<file path="src/rtl/uart_rx.sv">
// UART receiver: one rxd sample per bit-rate clock, 8N/8E/8O with 1 or 2 stop bits.
// Define UART_RX_SYNC_EN to pass rxd through a 2-flop synchronizer (adds 2 cycles of latency).
module uart_rx (
  input  logic       clock,
  input  logic       reset,
  input  logic       rx_en,
  input  logic [1:0] parity_type,
  input  logic       nstop,
  input  logic       rxd,
  output logic [7:0] data_out,
  output logic       data_valid,
  output logic       parity_error,
  output logic       frame_error,
  output logic       rx_busy
);

  localparam int unsigned DATA_W = 8;
  localparam int unsigned CNT_W  = 3;

  typedef enum logic [2:0] {IDLE, DATA, PARITY, STOP1, STOP2} state_t;

  state_t              present_state_q, present_state_d;
  logic [CNT_W-1:0]    cnt_q, cnt_d;
  logic [DATA_W-1:0]   shift_q, shift_d;
  logic [1:0]          par_cfg_q, par_cfg_d;
  logic                nstop_cfg_q, nstop_cfg_d;
  logic                perr_q, perr_d;
  logic                ferr_q, ferr_d;
  logic [DATA_W-1:0]   data_out_q, data_out_d;
  logic                data_valid_q, data_valid_d;
  logic                parity_error_q, parity_error_d;
  logic                frame_error_q, frame_error_d;
  logic                rx_busy_q, rx_busy_d;
  logic                frame_done;
  logic                rxd_s;

`ifdef UART_RX_SYNC_EN
  logic [1:0] sync_q, sync_d;

  assign sync_d = {sync_q[0], rxd};
  assign rxd_s  = sync_q[1];

  // Both stages reset to the idle line level so reset never looks like a start bit.
  always_ff @(posedge clock) begin
    if (reset) sync_q <= 2'b11;
    else       sync_q <= sync_d;
  end
`else
  assign rxd_s = rxd;
`endif

  always_ff @(posedge clock) begin
    if (reset) begin
      present_state_q <= IDLE;
      cnt_q           <= '0;
      shift_q         <= '0;
      par_cfg_q       <= '0;
      nstop_cfg_q     <= 1'b0;
      perr_q          <= 1'b0;
      ferr_q          <= 1'b0;
      data_out_q      <= '0;
      data_valid_q    <= 1'b0;
      parity_error_q  <= 1'b0;
      frame_error_q   <= 1'b0;
      rx_busy_q       <= 1'b0;
    end else begin
      present_state_q <= present_state_d;
      cnt_q           <= cnt_d;
      shift_q         <= shift_d;
      par_cfg_q       <= par_cfg_d;
      nstop_cfg_q     <= nstop_cfg_d;
      perr_q          <= perr_d;
      ferr_q          <= ferr_d;
      data_out_q      <= data_out_d;
      data_valid_q    <= data_valid_d;
      parity_error_q  <= parity_error_d;
      frame_error_q   <= frame_error_d;
      rx_busy_q       <= rx_busy_d;
    end
  end

  always_comb begin
    present_state_d = present_state_q;
    cnt_d           = cnt_q;
    shift_d         = shift_q;
    par_cfg_d       = par_cfg_q;
    nstop_cfg_d     = nstop_cfg_q;
    perr_d          = perr_q;
    ferr_d          = ferr_q;
    data_out_d      = data_out_q;
    parity_error_d  = parity_error_q;
    frame_error_d   = frame_error_q;
    data_valid_d    = 1'b0;
    frame_done      = 1'b0;

    case (present_state_q)
      IDLE: begin
        if (rx_en && !rxd_s) begin
          present_state_d = DATA;
          par_cfg_d       = parity_type;
          nstop_cfg_d     = nstop;
          cnt_d           = '0;
          shift_d         = '0;
          perr_d          = 1'b0;
          ferr_d          = 1'b0;
        end
      end
      DATA: begin
        shift_d[cnt_q] = rxd_s;
        cnt_d          = cnt_q + CNT_W'(1);
        if (cnt_q == CNT_W'(DATA_W - 1)) begin
          present_state_d = par_cfg_q[1] ? PARITY : STOP1;
        end
      end
      PARITY: begin
        perr_d          = rxd_s ^ (^shift_q) ^ par_cfg_q[0];
        present_state_d = STOP1;
      end
      STOP1: begin
        ferr_d = ~rxd_s;
        if (nstop_cfg_q) begin
          present_state_d = STOP2;
        end else begin
          present_state_d = IDLE;
          frame_done      = 1'b1;
        end
      end
      STOP2: begin
        ferr_d          = ferr_q | ~rxd_s;
        present_state_d = IDLE;
        frame_done      = 1'b1;
      end
      default: present_state_d = IDLE;
    endcase

    // Publish the frame on the edge that samples its final stop bit.
    if (frame_done) begin
      data_out_d     = shift_d;
      parity_error_d = perr_d;
      frame_error_d  = ferr_d;
      data_valid_d   = 1'b1;
    end

    rx_busy_d = (present_state_d != IDLE);
  end

  assign data_out     = data_out_q;
  assign data_valid   = data_valid_q;
  assign parity_error = parity_error_q;
  assign frame_error  = frame_error_q;
  assign rx_busy      = rx_busy_q;

endmodule
</file>
<file path="config.mk">
export PLATFORM = sky130hd
export DESIGN_NAME = uart_rx
export DESIGN_NICKNAME = d
export VERILOG_FILES = /design/src/rtl/uart_rx.sv
export SDC_FILE = /design/constraint.sdc
export NUM_CORES = 1
export LEC_CHECK = 0
export CAP_MARGIN = 20
export CORE_MARGIN = 2
export CORE_UTILIZATION = 35
export CTS_CLUSTER_SIZE = 16
export DETAILED_ROUTE_END_ITERATION = 10
export SLEW_MARGIN = 10
export SYNTH_ARGS = -nofsm -noshare
export SYNTH_HDL_FRONTEND = slang
export SYNTH_SLANG_ARGS = --single-unit
</file>
<file path="constraint.sdc">
create_clock -name clock -period 1.65 [get_ports clock]
set_input_delay 0.495 -clock clock [delete_from_list [all_inputs] [get_ports clock]]
set_output_delay 0.495 -clock clock [all_outputs]
set_load 0.02 [all_outputs]
</file>
== Word-level counts from Yosys, hierarchy flattened ==
Index checks and enable logic that the tools add are counted.

* Add/subtract/negate cells: 1
* Order comparisons: 2
* Multiplexer cells: 19
* Equality and inequality tests: 6
* Bitwise gates (word level): 4
* Reductions and logical operators: 9

{| class="wikitable"
|+ Operator list
! cell !! number
|-
| one-hot mux 8 bit (2 select lines) || 1
|-
| two-way mux 3 bit || 4
|-
| one-hot mux 3 bit (4 select lines) || 1
|-
| bitwise mux 8 bit || 1
|-
| two-way mux 8 bit || 1
|-
| parity 8 bit || 1
|-
| equality test 3 x 2 -> 1 bit (second input constant) || 2
|-
| equality test 3 bit (second input constant) || 2
|-
| two-way mux 1 bit || 6
|-
| one-hot mux 3 bit (2 select lines) || 1
|-
| less-than comparator 3 x 4 -> 1 bit (second input constant) || 1
|-
| one-hot mux 1 bit (2 select lines) || 2
|-
| AND reduction 2 bit || 2
|-
| adder 3 x 1 -> 3 bit (second input constant) || 1
|-
| demux 1 bit (select 3 bit) || 1
|-
| equality test 3 x 1 -> 1 bit (second input constant) || 1
|-
| >= comparator 3 x 1 -> 1 bit (second input constant) || 1
|-
| logical NOT 3 bit || 1
|-
| one-hot mux 1 bit (3 select lines) || 1
|-
| nonzero test 3 bit || 1
|-
| logical AND 1 bit || 2
|-
| inequality test 2 bit (second input constant) || 1
|-
| nonzero test 2 bit || 1
|-
| XOR 1 bit || 2
|-
| 3 further kinds || 3
|}

* Register bits after elaboration: 31
* Logic and storage cells: 53
* Output and inout port bits: 12
* Bits of input ports: 7

== Longest topological paths before layout ==
Gate-level depths: netlist (run 1).

* Depth after elaboration: 6
* Depth in mapped cells: 6
* Gate-level depth less buffers: 5

== Worst setup path after synthesis (run 1) ==
No wires, ideal clock.

* Kind: reg-to-reg
* From: reg present_state_q[2]
* To: reg shift_q[1]
* Path buffers: 1
* Data arrival time: 1.279 ns
* Setup time: 0.128 ns
* Slack: 0.244 ns
* Cell stages (with the launch flop): 6
* Period minus slack after synthesis: 1.406 ns
* Required time: 1.522 ns
* Cell sequence: dfxtp_1 > or3b_1 > buf_6 > nor4b_4 > mux2i_1 > nor2_1

* Longest elaborated chain between the ends: 2
* Elaborated cells between the ends (all ways): 3
* Classes of those cells: eq/ne (1); mux (1); reduce/logical (1)

{| class="wikitable"
|+ Ends and longest elaborated chain
! element !! line !! source
|-
| start: declaration || 22 || <nowiki>state_t present_state_q, present_state_d;</nowiki>
|-
| start signal: assignment || 67 || <nowiki>present_state_q <= present_state_d;</nowiki>
|-
| equality test 3 x 1 -> 1 bit / logical NOT 3 bit (equally long branches) || 96 || <nowiki>case (present_state_q)</nowiki>
|-
| one-hot mux 8 bit (2 select lines) * || 96 ||
|-
| end signal: assignment || 69 || <nowiki>shift_q <= shift_d;</nowiki>
|-
| end: declaration || 24 || <nowiki>logic [DATA_W-1:0] shift_q, shift_d;</nowiki>
|}

Mark *: on every way between the ends. The rest lies on a longest branch, timed or not.
A chain may end at the register's enable or synchronous reset.

== Worst setup path in the final report (run 1) ==
* From: in rx_en
* To: reg data_out_q[4], in the netlist data_out[4]

* Longest elaborated chain between the ends: 3

{| class="wikitable"
|+ Ends and longest elaborated chain
! element !! line !! source
|-
| start: declaration || 6 || <nowiki>input logic rx_en,</nowiki>
|-
| logical AND 1 bit || 98 || <nowiki>if (rx_en && !rxd_s) begin</nowiki>
|-
| two-way mux 8 bit || 98 ||
|-
| one-hot mux 8 bit (2 select lines) || 96 ||
|-
| end signal: assignment || 74 || <nowiki>data_out_q <= data_out_d;</nowiki>
|-
| end: declaration || 29 || <nowiki>logic [DATA_W-1:0] data_out_q, data_out_d;</nowiki>
|}

No other way between the ends.

==> impl_metrics.csv, run 1 <==
group,metric,value,unit
die,rows,23,
critical_path,critPathMaxFanout,8,
clock_tree,cts_setup_buffers,0,
power,p_clk_frac,0.391,
grt,groute.usage.overall,0.1469,
job,cap_violations,0,
final_layout,multi_input_area,832.0,um^2
drt,first_pass_iters,4,
power,power.share.switching,0.2350,
placed_design,port_buffers,18,
outcome,status,"completed",
final_layout,nFillCells,415,
critical_path,crit_type,"primary input to register",
die,die_w,69.83,um
synth,yosysWarnings,0,
critical_path,cp.required,1810,ps
clock_tree,path_clk_slew,60,ps
drt,wl,3366,um
power,p_int,0.001158,W
critical_path,r2r_start,"present_state_q[2]",
drt,detail_route.iter0.violations,82,
timing,rsz0062_at_grt,"no",
timing,finalCriticalPeriod,1574,ps
timing,setup-violations-final,0,
power,ir_worst_vdd,0.3962,mV
clock_tree,cts-buffers-inserted,5,
grt,grt_overflow_total,0,
grt,use_met2,0.2296,
synth,ys_seq_area_frac,0.4092,
final_layout,layout-drive-gt1-share,0.1960,
final_layout,final_nets,208,
critical_path,start_kind,"primary input",
timing,finClkSkew,6.235,ps
grt,grt_pass1_vias,1220,
power,p_per_area,771.1,nW/um^2
clock_tree,htree_levels,2,
drt,drc,0,
synth,synth_ff_type,"dfxtp_1",
synth,syn_avg_cell_area,9.191,um^2
clock_tree,cts_tree,"built",
grt,use_met3,0.04070,
critical_path,cp.arrival,1730,ps
power,power.total,0.001514,W
min_path,min_from,"parity_error",
synth,async_flop_share,0,
critical_path,end_kind,"register",
grt,antenna_found_initial,0,
die,dieArea,4876,um^2
synth,post-synth-top-area-cell,"dfxtp_1",
clock_tree,cts_root_buf,"clkbuf_8",
grt,grt.busiest_layer,"met2",
placed_design,gp_congestion,0.7698,
grt,grt_pass1_wl,5651,um
power,p_leak,0.8845,nW
die,initial_utilization,0.3711,
drt,viasPerCell,5.068,
synth,synth_cell_types,36,
final_layout,utilization,0.4804,
final_layout,antenna_cells,0,
power,p_sw,0.0003558,W
drt,ant_nets,0,
synth,synthCells,165,
die,die_h,69.83,um
drt,vias,1262,
clock_tree,holdBufCountCts,0,
clock_tree,insertion_delay,280,ps
synth,synth_edf_count,0,
power,pwr-share-comb,0.103,
timing,max_slew_margin,0.6805,
critical_path,startpoint,"rx_en",
timing,post-route-period-util,0.9541,
synth,syn-cell-area,1516,um^2
clock_tree,clock_sinks,31,
min_path,holdCritPathClass,"register to register",
placed_design,hpwl,2461,um
final_layout,area_growth_syn_to_layout,29.46,%
die,io_pins,19,
synth,synth.area.top_cells,"dfxtp_1, mux2i_1, nor2_1",
timing,hold_viol,0,
grt,grt_max_degree,32,
timing,drv_slew,0,
synth,ys_ff_latch,31,
timing,timing.fmax,0.6352,GHz
timing,setup_tns,0,ps
synth,synth_top_area_share,0.4092,
die,core,4086,um^2
synth,synth_nets,174,
grt,grtUsageMet1,0.1860,
clock_tree,cts.path.max_buffers,2,
power,p_seq_frac,0.506,
drt,wl_per_cell,13.52,um
timing,tightest_slew,478.7,ps
final_layout,regArea,620.6,um^2
timing,hold_ws,454.2,ps
worst paths after layout:
check	cells after the start	endpoint	slack (ps)
worst max-delay path	7	data_out[4]	80
worst min-delay path	2	parity_error	450
worst max register to register	5	shift_q[1]	120
worst min register to register	2	parity_error	450
synthesized netlist by cell type, types with 2 or more instances:
library cell and instances:
nor2b_1 4, buf_2 5, xnor2_1 4, clkbuf_1 7
a21oi_1 11, mux2i_1 14, inv_1 2, nor4b_1 2
xor2_1 2, ha_1 2, nand2_1 7, a31oi_1 4
nand3b_1 3, a21boi_0 6, dfxtp_1 31, nand3_1 6
nor4b_4 2, nand4b_1 2, nor2_1 23, or3_1 2
nor4_2 2, o21ai_0 6, nor3b_1 3, a211oi_1 2
nor3_1 2
worst max-delay path, cell delays in order:
cell and delay, ps:
clkdlybuf4s50_1 460, nor3b_2 190, buf_4 190, a21boi_1 80
buf_4 140, mux2i_1 130, nor2_1 50
per-layer routing:
layer | up-vias | wire length (um)
li1 | 643 | -
met1 | 588 | 1621
met2 | 24 | 1556
met3 | 7 | 129
met4 | 0 | 59
met5 | - | 0
area by class of cell:
class                   count  area share
well taps                  50     0.03187
inverters                   2    0.003824
flip-flops and latches     31      0.3161
clock inverters             1    0.002549
multi-input cells         118      0.4238
repair buffers             41      0.1797
clock buffers               6     0.04207
flip-flops by register name, summed over array words and instances, names as in the netlist:
name             flops
frame_error          1
ferr_q               1
cnt_q                3
shift_q              8
rx_busy              1
nstop_cfg_q          1
parity_error         1
par_cfg_q            2
perr_q               1
data_out             8
present_state_q      3
data_valid           1
cell families after synthesis:
family	after synthesis	synth area share
xor+xnor	7	0.04950
flops	31	0.4092
simple gates	63	0.2566
compound gates	32	0.1271
buf+inv	16	0.04868
mux	14	0.09241
fa+ha+maj	2	0.01650
through the flow:
stage | cell area, um^2 | setup slack, ps | std cells
2_1_floorplan | 1516 | 243.6 | 165
3_3_place_gp | 1878 | -331.4 | 242
3_5_place_dp | 1878 | -337.6 | 242
4_1_cts | 1956 | 13.50 | 249
5_1_grt | 1963 | 7.793 | 249
6_report | 1963 | 75.75 | 249
power groups by stage:
stage	Sequential, W	Clock, W	Combinational, W
5_1_grt	0.000767	0.000643	0.000170
3_3_place_gp	0.000783	0	0.000152
6_report	0.000766	0.000592	0.000155
3_5_place_dp	0.000783	0	0.000155
4_1_cts	0.000766	0.000607	0.000154
2_1_floorplan	0.000784	0	0.0000892
cell usage in the layout, fill, tap and decap left out, drive strengths merged, types with 5 or more instances in the layout:
cell            n
dfxtp          31
nand2           7
clkbuf          6
buf            23
nor2           23
o21ai           6
nand3           6
dlygate4sd2    12
clkdlybuf4s50   5
mux2i          14
a21boi          6
a21oi          11
timing repair:
action                     in CTS  in global routing
gates cloned                    0                  0
pin swaps                       1                  1
gates resized for setup        13                  9
setup endpoints to repair      25                 14
No activity file was read; power rests on OpenSTA's default activity.
==> run 2: changes to the inputs <==
==> constraint.sdc (replaced) <==
create_clock -name clock -period 1.7 [get_ports clock]
set_input_delay 0.51 -clock clock [delete_from_list [all_inputs] [get_ports clock]]
set_output_delay 0.51 -clock clock [all_outputs]
set_load 0.02 [all_outputs]
==> impl_metrics.csv, run 2 (synthesis gave the netlist of run 1 again) <==
group,metric,value,unit
clock_tree,clock_sinks,31,
power,p_leak,0.8575,nW
final_layout,multi_input_area,832.0,um^2
power,power.total,0.001449,W
timing,drv_slew,0,
timing,setup_tns,0,ps
die,io_pins,19,
placed_design,gp_congestion,0.7738,
grt,grt_pass1_wl,6168,um
die,dieArea,4876,um^2
drt,drc,0,
clock_tree,cts.path.max_buffers,2,
power,power.share.switching,0.2461,
timing,hold_ws,451.2,ps
grt,antenna_found_initial,0,
final_layout,regArea,621.8,um^2
critical_path,crit_type,"register to register",
timing,rsz0062_at_grt,"no",
power,p_seq_frac,0.513,
drt,wl_per_cell,14.23,um
final_layout,nFillCells,405,
critical_path,critPathTopFamily,"simple AND/OR/NAND/NOR gates",
clock_tree,htree_levels,2,
timing,post-route-period-util,0.9487,
grt,groute.usage.overall,0.1591,
die,initial_utilization,0.3711,
clock_tree,cts_tree,"built",
drt,ant_nets,0,
critical_path,crit_path_top_delay_cell,"dfxtp_2",
clock_tree,cts-buffers-inserted,5,
power,p_int,0.001093,W
power,ir_worst_vdd,0.4300,mV
placed_design,hpwl,2486,um
final_layout,utilization,0.4746,
grt,grt_max_degree,32,
power,pwr-share-comb,0.105,
critical_path,critPathMaxFanout,10,
timing,finalCriticalPeriod,1613,ps
final_layout,area_growth_syn_to_layout,27.89,%
die,rows,23,
die,die_w,69.83,um
drt,viasPerCell,5.169,
critical_path,cp.arrival,1780,ps
timing,hold_viol,0,
timing,setup-violations-final,0,
timing,timing.fmax,0.6201,GHz
power,p_clk_frac,0.382,
drt,vias,1282,
final_layout,layout_common_cells,"dfxtp_1, nor2_1, buf_4",
final_layout,final_nets,206,
power,p_per_area,747.3,nW/um^2
grt,grt_pass1_vias,1259,
timing,max_slew_margin,0.6834,
drt,detail_route.iter0.violations,68,
clock_tree,cts_setup_buffers,0,
job,cap_violations,0,
drt,first_pass_iters,4,
placed_design,port_buffers,18,
critical_path,start_kind,"register",
final_layout,antenna_cells,0,
grt,grt_overflow_total,0,
timing,tightest_slew,474.3,ps
min_path,holdCritPathClass,"register to register",
timing,finClkSkew,7.567,ps
drt,wl,3529,um
outcome,status,"completed",
critical_path,path_buf_inv,1,
critical_path,crit_chain,"or3b_1 -> buf_4 -> nor4b_4 -> mux2i_1 -> nor2_1",
die,die_h,69.83,um
clock_tree,path_clk_slew,70,ps
clock_tree,insertion_delay,280,ps
critical_path,end_kind,"register",
power,p_sw,0.0003566,W
final_layout,layout-drive-gt1-share,0.1818,
die,core,4086,um^2
critical_path,cp.required,1860,ps
final_layout,final_common_cell,"dfxtp_1",
critical_path,slowest_delay,380,ps
clock_tree,cts_root_buf,"clkbuf_8",
## run 2: cell count changes in the layout (fill, tap and decap cells not counted), moves of 2 or more
| cell | before | now |
|---|---|---|
| buf_4 | 22 | 20 |
| a21boi_1 | 5 | 0 |
| a21boi_0 | 1 | 6 |
| clkbuf_1 | 0 | 2 |
## run 2: path summary, 6_finish.rpt
kind                                    startpoint      endpoint  cells after the start  slack [ps]
worst min-delay path                  parity_error  parity_error                      2         450
worst min register to register        parity_error  parity_error                      2         450
worst max register to register  present_state_q[1]    shift_q[4]                      5          90
worst max-delay path            present_state_q[1]    shift_q[4]                      5          90
## run 2: per-layer routing
layer	up-vias	track usage	routed length, um
met5	-	0	0
met4	0	0.05769	57
met3	4	0.04360	122
met2	19	0.2646	1658
met1	619	0.1961	1691
li1	640	-	-
## run 2: worst reg2reg max path: stages (launching register included)
cell     delay [ps]
dfxtp_2         380
or3b_1          380
buf_4           200
nor4b_4         260
mux2i_1         240
nor2_1           50
## run 2: layout make-up
| type | count | area share |
|---|---|---|
| well taps | 50 | 0.03226 |
| flip-flops and latches | 31 | 0.3206 |
| multi-input cells | 118 | 0.4290 |
| clock buffers | 7 | 0.03935 |
| clock inverters | 1 | 0.002581 |
| inverters | 2 | 0.003871 |
| repair buffers | 39 | 0.1723 |
## run 2: repair_timing
action                     in CTS  in global routing
hold buffers                    0                  0
setup endpoints to repair      14                 13
pin swaps                       1                  1
gates resized for setup        13                  4
## run 2: power by group through the flow
stage | Combinational, W | Sequential, W | Clock (W)
2_1_floorplan | 0.0000866 | 0.000761 | 0
3_3_place_gp | 0.000147 | 0.000759 | 0
3_5_place_dp | 0.000151 | 0.000760 | 0
4_1_cts | 0.000149 | 0.000744 | 0.000574
5_1_grt | 0.000165 | 0.000744 | 0.000602
6_report | 0.000152 | 0.000743 | 0.000554
## run 2: stage by stage
stage                     setup slack (ps)  std cells  cell area (um^2)
after floorplan                      293.6        165              1516
after global placement              -274.9        240              1863
after detailed placement            -323.4        240              1863
after CTS                            10.12        248              1928
after global routing                 6.372        248              1939
final                                87.26        248              1939
==> run 3: changes to the inputs <==
--- a/config.mk
+++ b/config.mk
@@ -10,7 +10,7 @@
 export CORE_UTILIZATION = 35
 export CTS_CLUSTER_SIZE = 16
 export DETAILED_ROUTE_END_ITERATION = 10
-export SLEW_MARGIN = 10
+export DONT_BUFFER_PORTS = 1
 export SYNTH_ARGS = -nofsm -noshare
 export SYNTH_HDL_FRONTEND = slang
 export SYNTH_SLANG_ARGS = --single-unit
==> constraint.sdc (replaced) <==
create_clock -name clock -period 1.5 [get_ports clock]
set_input_delay 0.45 -clock clock [delete_from_list [all_inputs] [get_ports clock]]
set_output_delay 0.45 -clock clock [all_outputs]
set_load 0.02 [all_outputs]
==> impl_metrics.csv, run 3 (synthesis gave the netlist of run 1 again) <==
group,metric,value,unit
drt,wl,3262,um
die,core,4086,um^2
drt,wl_met3,145,um
final_layout,antenna_cells,0,
timing,hold_viol,0,
placed_design,gp_congestion,0.8153,
grt,grt_overflow_total,0,
timing,setup-violations-final,0,
clock_tree,cts.path.max_buffers,2,
drt,maxUsedRoutingLayer,"met4",
clock_tree,insertion_delay,280,ps
placed_design,dpl_cell_area,1633,um^2
drt,met1_length,1516,um
outcome,status,"completed",
drt,drc,0,
placed_design,port_buffers,0,
die,io_pins,19,
placed_design,placed_cells,217,
timing,max_slew_margin,0.6859,
power,p_leak,0.7394,nW
critical_path,crit_type,"register to register",
final_layout,utilization,0.4516,
clock_tree,htree_levels,2,
die,rows,23,
clock_tree,holdBufCountCts,0,
drt,vias,1197,
timing,drv_slew,0,
clock_tree,path_clk_slew,70,ps
critical_path,start_kind,"register",
die,dieArea,4876,um^2
drt,detail_route.iter0.violations,51,
final_layout,layout-drive-gt1-share,0.2247,
critical_path,r2r_start,"present_state_q[1]",
critical_path,crit_path_top_delay_cell,"or3b_1",
clock_tree,cts_root_buf,"clkbuf_8",
timing,finClkSkew,6.648,ps
critical_path,critPathMaxFanout,9,
final_layout,final_nets,186,
timing,finalCriticalPeriod,1467,ps
min_path,min_from,"reset",
final_layout,final_cell_area,1846,um^2
job,cap_violations,0,
critical_path,end_kind,"register",
final_layout,final_common_cell,"dfxtp_1",
final_layout,area_growth_syn_to_layout,21.70,%
die,die_h,69.83,um
critical_path,cp.required,1680,ps
min_path,holdCritPathClass,"primary input to register",
critical_path,cp.arrival,1640,ps
timing,rsz0062_at_grt,"yes",
grt,grt_pass1_wl,5451,um
critical_path,startpoint,"present_state_q[1]",
critical_path,slowest_delay,360,ps
clock_tree,clock_sinks,31,
drt,wl_per_cell,14.31,um
final_layout,fin_cells,228,
die,initial_utilization,0.3711,
power,p_per_area,994.0,nW/um^2
grt,antenna_found_initial,0,
drt,ant_nets,0,
timing,timing.fmax,0.6816,GHz
final_layout,layout_common_cells,"dfxtp_1, nor2_1, mux2i_1, buf_4, a21oi_1",
drt,met2_length,1550,um
die,die_w,69.83,um
power,ir_worst_vdd,0.4565,mV
drt,viasPerCell,5.250,
clock_tree,cts_tree,"built",
critical_path,crit_chain,"or3b_1 -> buf_6 -> nor4b_4 -> mux2i_1 -> nor2_1",
timing,post-route-period-util,0.9782,
grt,grt_max_degree,33,
grt,groute.usage.overall,0.1396,
drt,first_pass_iters,4,
grt,grt_pass1_vias,1156,
timing,tightest_slew,470.4,ps
placed_design,hpwl,2290,um
clock_tree,cts-buffers-inserted,5,
run 3: cell types whose count changed in the layout (fill, tap and decap cells not counted), sizes merged:
cell	change
dlygate4sd2	-13
clkdlybuf4s50	-5
buf	-2
bufinv	+1
clkbuf	-1
run 3: worst max-delay path: cells and delay by family (launching register included):
| family | cells | cell delay, ps |
|---|---|---|
| buf+inv | 1 | 160 |
| mux | 1 | 220 |
| flops | 1 | 340 |
| simple gates | 3 | 630 |
run 3: timing repair:
action / 4_1_cts / 5_1_grt
pin swaps: 0 / 1
setup buffers: 0 / 3
gates cloned: 0 / 0
endpoints found under the setup margin: 13 / 20
gates resized for setup: 3 / 11
run 3: final cells by class:
cell class	instances	area (um^2)
clock buffers	6	82.58
clock inverters	2	35.03
flip-flops and latches	31	623.1
repair buffers	19	170.2
well taps	50	62.56
multi-input cells	118	864.6
fillers	414	2241
inverters	2	7.507
run 3: metrics by stage:
stage / setup TNS (ps) / total power, W / hold WS (ps) / worst slack [ps]
after floorplan: 0 / 0.0009604 / 436.6 / 93.57
final: 0 / 0.001835 / 229.7 / 32.76
after global routing: -93.51 / 0.001907 / 217.9 / -57.86
after CTS: 0 / 0.001839 / 220.7 / 11.55
after global placement: -983.3 / 0.0009799 / 447.1 / -127.2
after detailed placement: -863.8 / 0.0009829 / 453.2 / -110.9
run 3: worst paths after layout:
check                 end  slack [ps]  cells after the start
max reg2reg    shift_q[4]          30                      5
min          parity_error         230                      1
min reg2reg  par_cfg_q[1]         460                      2
max            shift_q[4]          30                      5
run 3: where the power goes:
group          internal (W)  switching (W)
sequential         0.000836      0.0000107
clock              0.000537       0.000315
combinational     0.0000653      0.0000708
run 3: per-layer routing:
layer  GRT usage  up-vias
met4     0.06410        0
li1            -      601
met3     0.04506        5
met1      0.1743      574
met2      0.2180       17
met5           0        -
==> edit 1 (flow settings as in run 3) <==
`CNT_W`: 3 -> 4.
--- a/src/rtl/uart_rx.sv
+++ b/src/rtl/uart_rx.sv
@@ -15,7 +15,7 @@
 );
 
   localparam int unsigned DATA_W = 8;
-  localparam int unsigned CNT_W  = 3;
+  localparam int unsigned CNT_W  = 4;
 
   typedef enum logic [2:0] {IDLE, DATA, PARITY, STOP1, STOP2} state_t;
 
Check against the original RTL: no difference found for any inputs over 10 cycles, from zero or initial values and one cycle with reset high; that may be too few to reach the edited logic, so the function may still have changed.
==> edit 1 against run 3 <==
Sequential cell count up 1. First-iteration DRC count rose by 12%. Routed wire length hardly changed. Clock skew decreased by 0.0011 ns. Total power shrank 2.3%. Critical path type unchanged. Sequential share of layout area grew 3.1 points. Critical endpoint is now perr_q. Non-clock buffer count is 8 lower. Cell area shrank 5.7%. Setup slack gained 0.054 ns. Area after synthesis increased by 0.74%. Critical path depth shrank 1. Cell count is the same.
==> edit 1: results (changes against run 3) <==
- Lkg Pwr: 0.722 nW (-2.4%)
- Slew Limit Headroom: 0.697 (+0.0108)
- Worst Clk Skew: 0.00560 ns (-0.00105 ns)
- Post-Syn Nets: 176 (+1.1%)
- Clk pwr share: 0.452 (-0.012)
- Synth top area cells: dfxtp_1 42%, mux2i_1 8.5%, nor2_1 5.4%
- XOR/XNOR Fraction of Synth Area: 0.0549 (+0.00537)
- Pin count of the biggest net entering global routing: 32 (-3.0%)
- Int Pwr: 1.40 mW (-2.5%)
- Arr. time, crit path: 1.58 ns (-0.06 ns)
- Detail Route met2 WL: 1640 um (+5.6%)
- Outcome: complete, no violations
- Final Wtd Congestion: 0.859 (+5.3%)
- Worst VDD drop: 0.706 mV (+55%)
- Met2 Usage GRT: 0.238 (+0.0201)
- Met3 usage: 0.0519 (+0.00689)
- Max FO, Critical Path: 3 (-6)
- Vias per cell: 5.22 (-0.50%)
- Share of layout cells above drive strength 1: 0.142 (-0.0827)
- Met1 usage: 0.158 (-0.0167)
- WL met1: 1430 um (-5.8%)
- Number of global-route vias before repair: 1,203 (+4.1%)
- Synth Area in Compound Gates: 0.125 (-0.00176)
- Post-synthesis adder-cell area fraction: 0.0164 (-0.000122)
- Global-route wire length before repair: 5550 um (+1.9%)
-- edit 1: timing repair --
item | 4_1_cts | 5_1_grt
resized for setup | 0 | 1
setup endpoints to repair | 0 | 12
hold buffers | 0 | 0
-- edit 1: worst max-delay path, stage by stage (launching register included) --
cell	delay (ns)
dfxtp_1	0.38
xor2_1	0.23
xnor3_1	0.46
xnor2_1	0.16
o21ai_0	0.08
-- edit 1: worst paths after layout --
check / from / endpoint / slack, ns / depth (start not counted)
min: reset / shift_q[7] / 0.23 / 1
max: shift_q[1] / perr_q / 0.09 / 4
max reg2reg: shift_q[1] / perr_q / 0.09 / 4
min reg2reg: par_cfg_q[1] / par_cfg_q[1] / 0.46 / 2
-- edit 1: final cells by class --
cell class / count / area (um^2)
fill: 462 / 2520
multi-input combinational: 120 / 808
sequential: 32 / 642
timing repair buffer: 11 / 95.1
clock buffer: 5 / 68.8
tap: 52 / 65.1
clock inverter: 3 / 42.5
inverter: 5 / 18.8
==> edit 2 (config.mk and constraints of run 3) <==
Made on the original files. Put one more register stage on the output `data_out`. The value now appears one clock later. The other outputs are not delayed to match.
--- a/src/rtl/uart_rx.sv
+++ b/src/rtl/uart_rx.sv
@@ -144,7 +144,9 @@
     rx_busy_d = (present_state_d != IDLE);
   end
 
-  assign data_out     = data_out_q;
+  always_ff @(posedge clock) begin
+    data_out <= data_out_q;
+  end
   assign data_valid   = data_valid_q;
   assign parity_error = parity_error_q;
   assign frame_error  = frame_error_q;
Function: same outputs for any inputs over 10 cycles, from zero or initial values and one cycle with reset high; that may be too few to reach the edited logic, so the function may still have changed.
==> edit 2 against run 3 <==
Area after synthesis rose by 5.5%. Routed wire length decreased by 6.8%. Sequential cell count is 8 higher. Setup slack improved by 0.063 ns. Cell area fell by 2.6%. Total power rose by 6.8%. Sequential power grew 25%. Largest power group is now registers.
==> edit 2: results (changes against run 3) <==
- Skew-Pair Late Insertion Delay: 0.29 ns
- Least-Margin Pin Slew: 0.359 ns (-0.112 ns)
- Sum Neg Setup Slack: 0 ns (unchanged)
- Setup-failing EPs final: 0 (unchanged)
- Worst VDD drop: 0.336 mV (-26%)
- Drt pass-1 iters: 4 (unchanged)
- Synth cell types: 36 (unchanged)
- All-layer global routing usage: 0.127 (-0.0129)
- Vias per cell: 5.17 (-1.6%)
- DP HPWL: 2130 um (-7.2%)
- Worst Hold Class: in -> reg
- Arr. time, crit path: 1.58 ns (-0.06 ns)
- DRC marker count from the first detailed-route iteration: 43 (-16%)
- Nets: 186 (unchanged)
- DP Area: 1660 um^2 (+1.9%)
- Max FO, Critical Path: 11 (+2)
- Final Wtd Congestion: 0.873 (+7.1%)
- Worst Clk Skew: 0.00697 ns (+0.000324 ns)
- Lkg Pwr: 0.721 nW (-2.4%)
- Final Non-Filler Cells: 230 (+0.88%)
- Outcome: complete, no violations
- Worst-path clk slew: 0.08 ns
- Post-Syn Nets: 179 (+2.9%)
- Global-route wire length before repair: 5070 um (-7.0%)
- Pin count of the biggest net entering global routing: 33 (unchanged)
- Root Driver: clkbuf_8
- DP Cell Count: 220 (+1.4%)
- H-tree depth: 2 (unchanged)
- IO buf count: 0 (unchanged)
- Share of layout cells above drive strength 1: 0.163 (-0.0618)
- Clock tree buffer depth: 2 (unchanged)
- Fill cells: 438 (+5.8%)
- Synth top area cells: dfxtp_1 49%, a21oi_1 6.9%, mux2i_1 5.0%
- Synth cell count leaders: 39 x dfxtp_1, 22 x a21oi_1, 17 x nor2_1, 10 x nand2_1, 10 x nand3_1
- Initial antenna violation count: 0 (unchanged)
- Number of global-route vias before repair: 1,143 (-1.1%)
- Avg Cell Area, Syn: 9.41 um^2 (+2.4%)
- Largest regs: data_out: 8 flops, data_out_q: 8 flops, shift_q: 8 flops
- Async SR Flop Fraction: 0 (unchanged)
- Yosys warnings: 0 (unchanged)
- Diode count: 0 (unchanged)
- CTS Buf Count: 5 (unchanged)
- Sequential area share after synthesis: 0.488 (+0.0786)
- WL final: 3040 um (-6.8%)
[edit 2: cell count changes after synthesis, moves of 3 or more]
cell / before / now
dfxtp_1: 31 / 39
nand2_1: 7 / 10
a21oi_1: 11 / 22
nor2_1: 23 / 17
o21ai_1: 0 / 7
o21ai_0: 6 / 1
buf_2: 5 / 1
mux2i_1: 14 / 8
a21boi_0: 6 / 0
buf_4: 0 / 3
nand3_1: 6 / 10
[edit 2: metal layers]
layer,wire length [um],GRT usage,vias up
met5,0,0,-
met4,45,0.0587,0
met3,142,0.0478,4
met2,1480,0.195,27
met1,1370,0.157,554
li1,-,-,603
[edit 2: report_power, final]
| part | internal, mW | switching [mW] |
|---|---|---|
| Sequential | 1.05 | 0.0144 |
| Combinational | 0.0565 | 0.0632 |
| Clock | 0.418 | 0.360 |
[edit 2: final timing paths]
check,from,to,slack (ns),depth (start not counted)
setup / recovery,present_state_q[1],cnt_q[1],0.1,4
hold / removal,reset,present_state_q[0],0.21,1
setup reg to reg,present_state_q[1],cnt_q[1],0.1,4
hold reg to reg,data_out_q[2],data_out[2],0.35,0
[edit 2: cell type report]
class / count / area, um^2 / area share
clock buffers: 7 / 96.3 / 0.0536
flip-flops and latches: 39 / 785 / 0.437
repair buffers: 11 / 82.6 / 0.0460
clock inverters: 1 / 7.51 / 0.00418
multi-input cells: 117 / 749 / 0.417
well taps: 52 / 65.1 / 0.0362
inverters: 3 / 11.3 / 0.00627
[edit 2: stage by stage]
step                      power, mW  setup slack [ns]
after global placement         1.19            0.0357
final                          1.96            0.0956
after detailed placement       1.19            0.0132
after global routing           2.05           0.00489
after floorplan                1.18            0.0317
after CTS                      1.98           0.00329
[edit 2: repair_timing]
action	CTS	global route
buffers inserted	2	0
hold buffers	0	0
gates resized for setup	0	6
pin swaps	1	1
endpoints found under the setup margin	2	18
[edit 2: kinds of logic (layout without fill, tap and decap cells)]
group           Yosys count  count (layout)  share of synthesized area
compound gates           40              40                      0.145
mux                       8               8                     0.0500
xor+xnor                  8               8                     0.0524
simple gates             59              59                      0.199
buf+inv                  14              22                     0.0500
fa+ha+maj                 2               2                     0.0156
flops                    39              39                      0.488
[edit 2: critical path, stage by stage (launching register included)]
cell and delay [ns]:
dfxtp_2 0.38, nor3b_2 0.35, nand2_1 0.25, a31oi_1 0.26, nor2_1 0.05
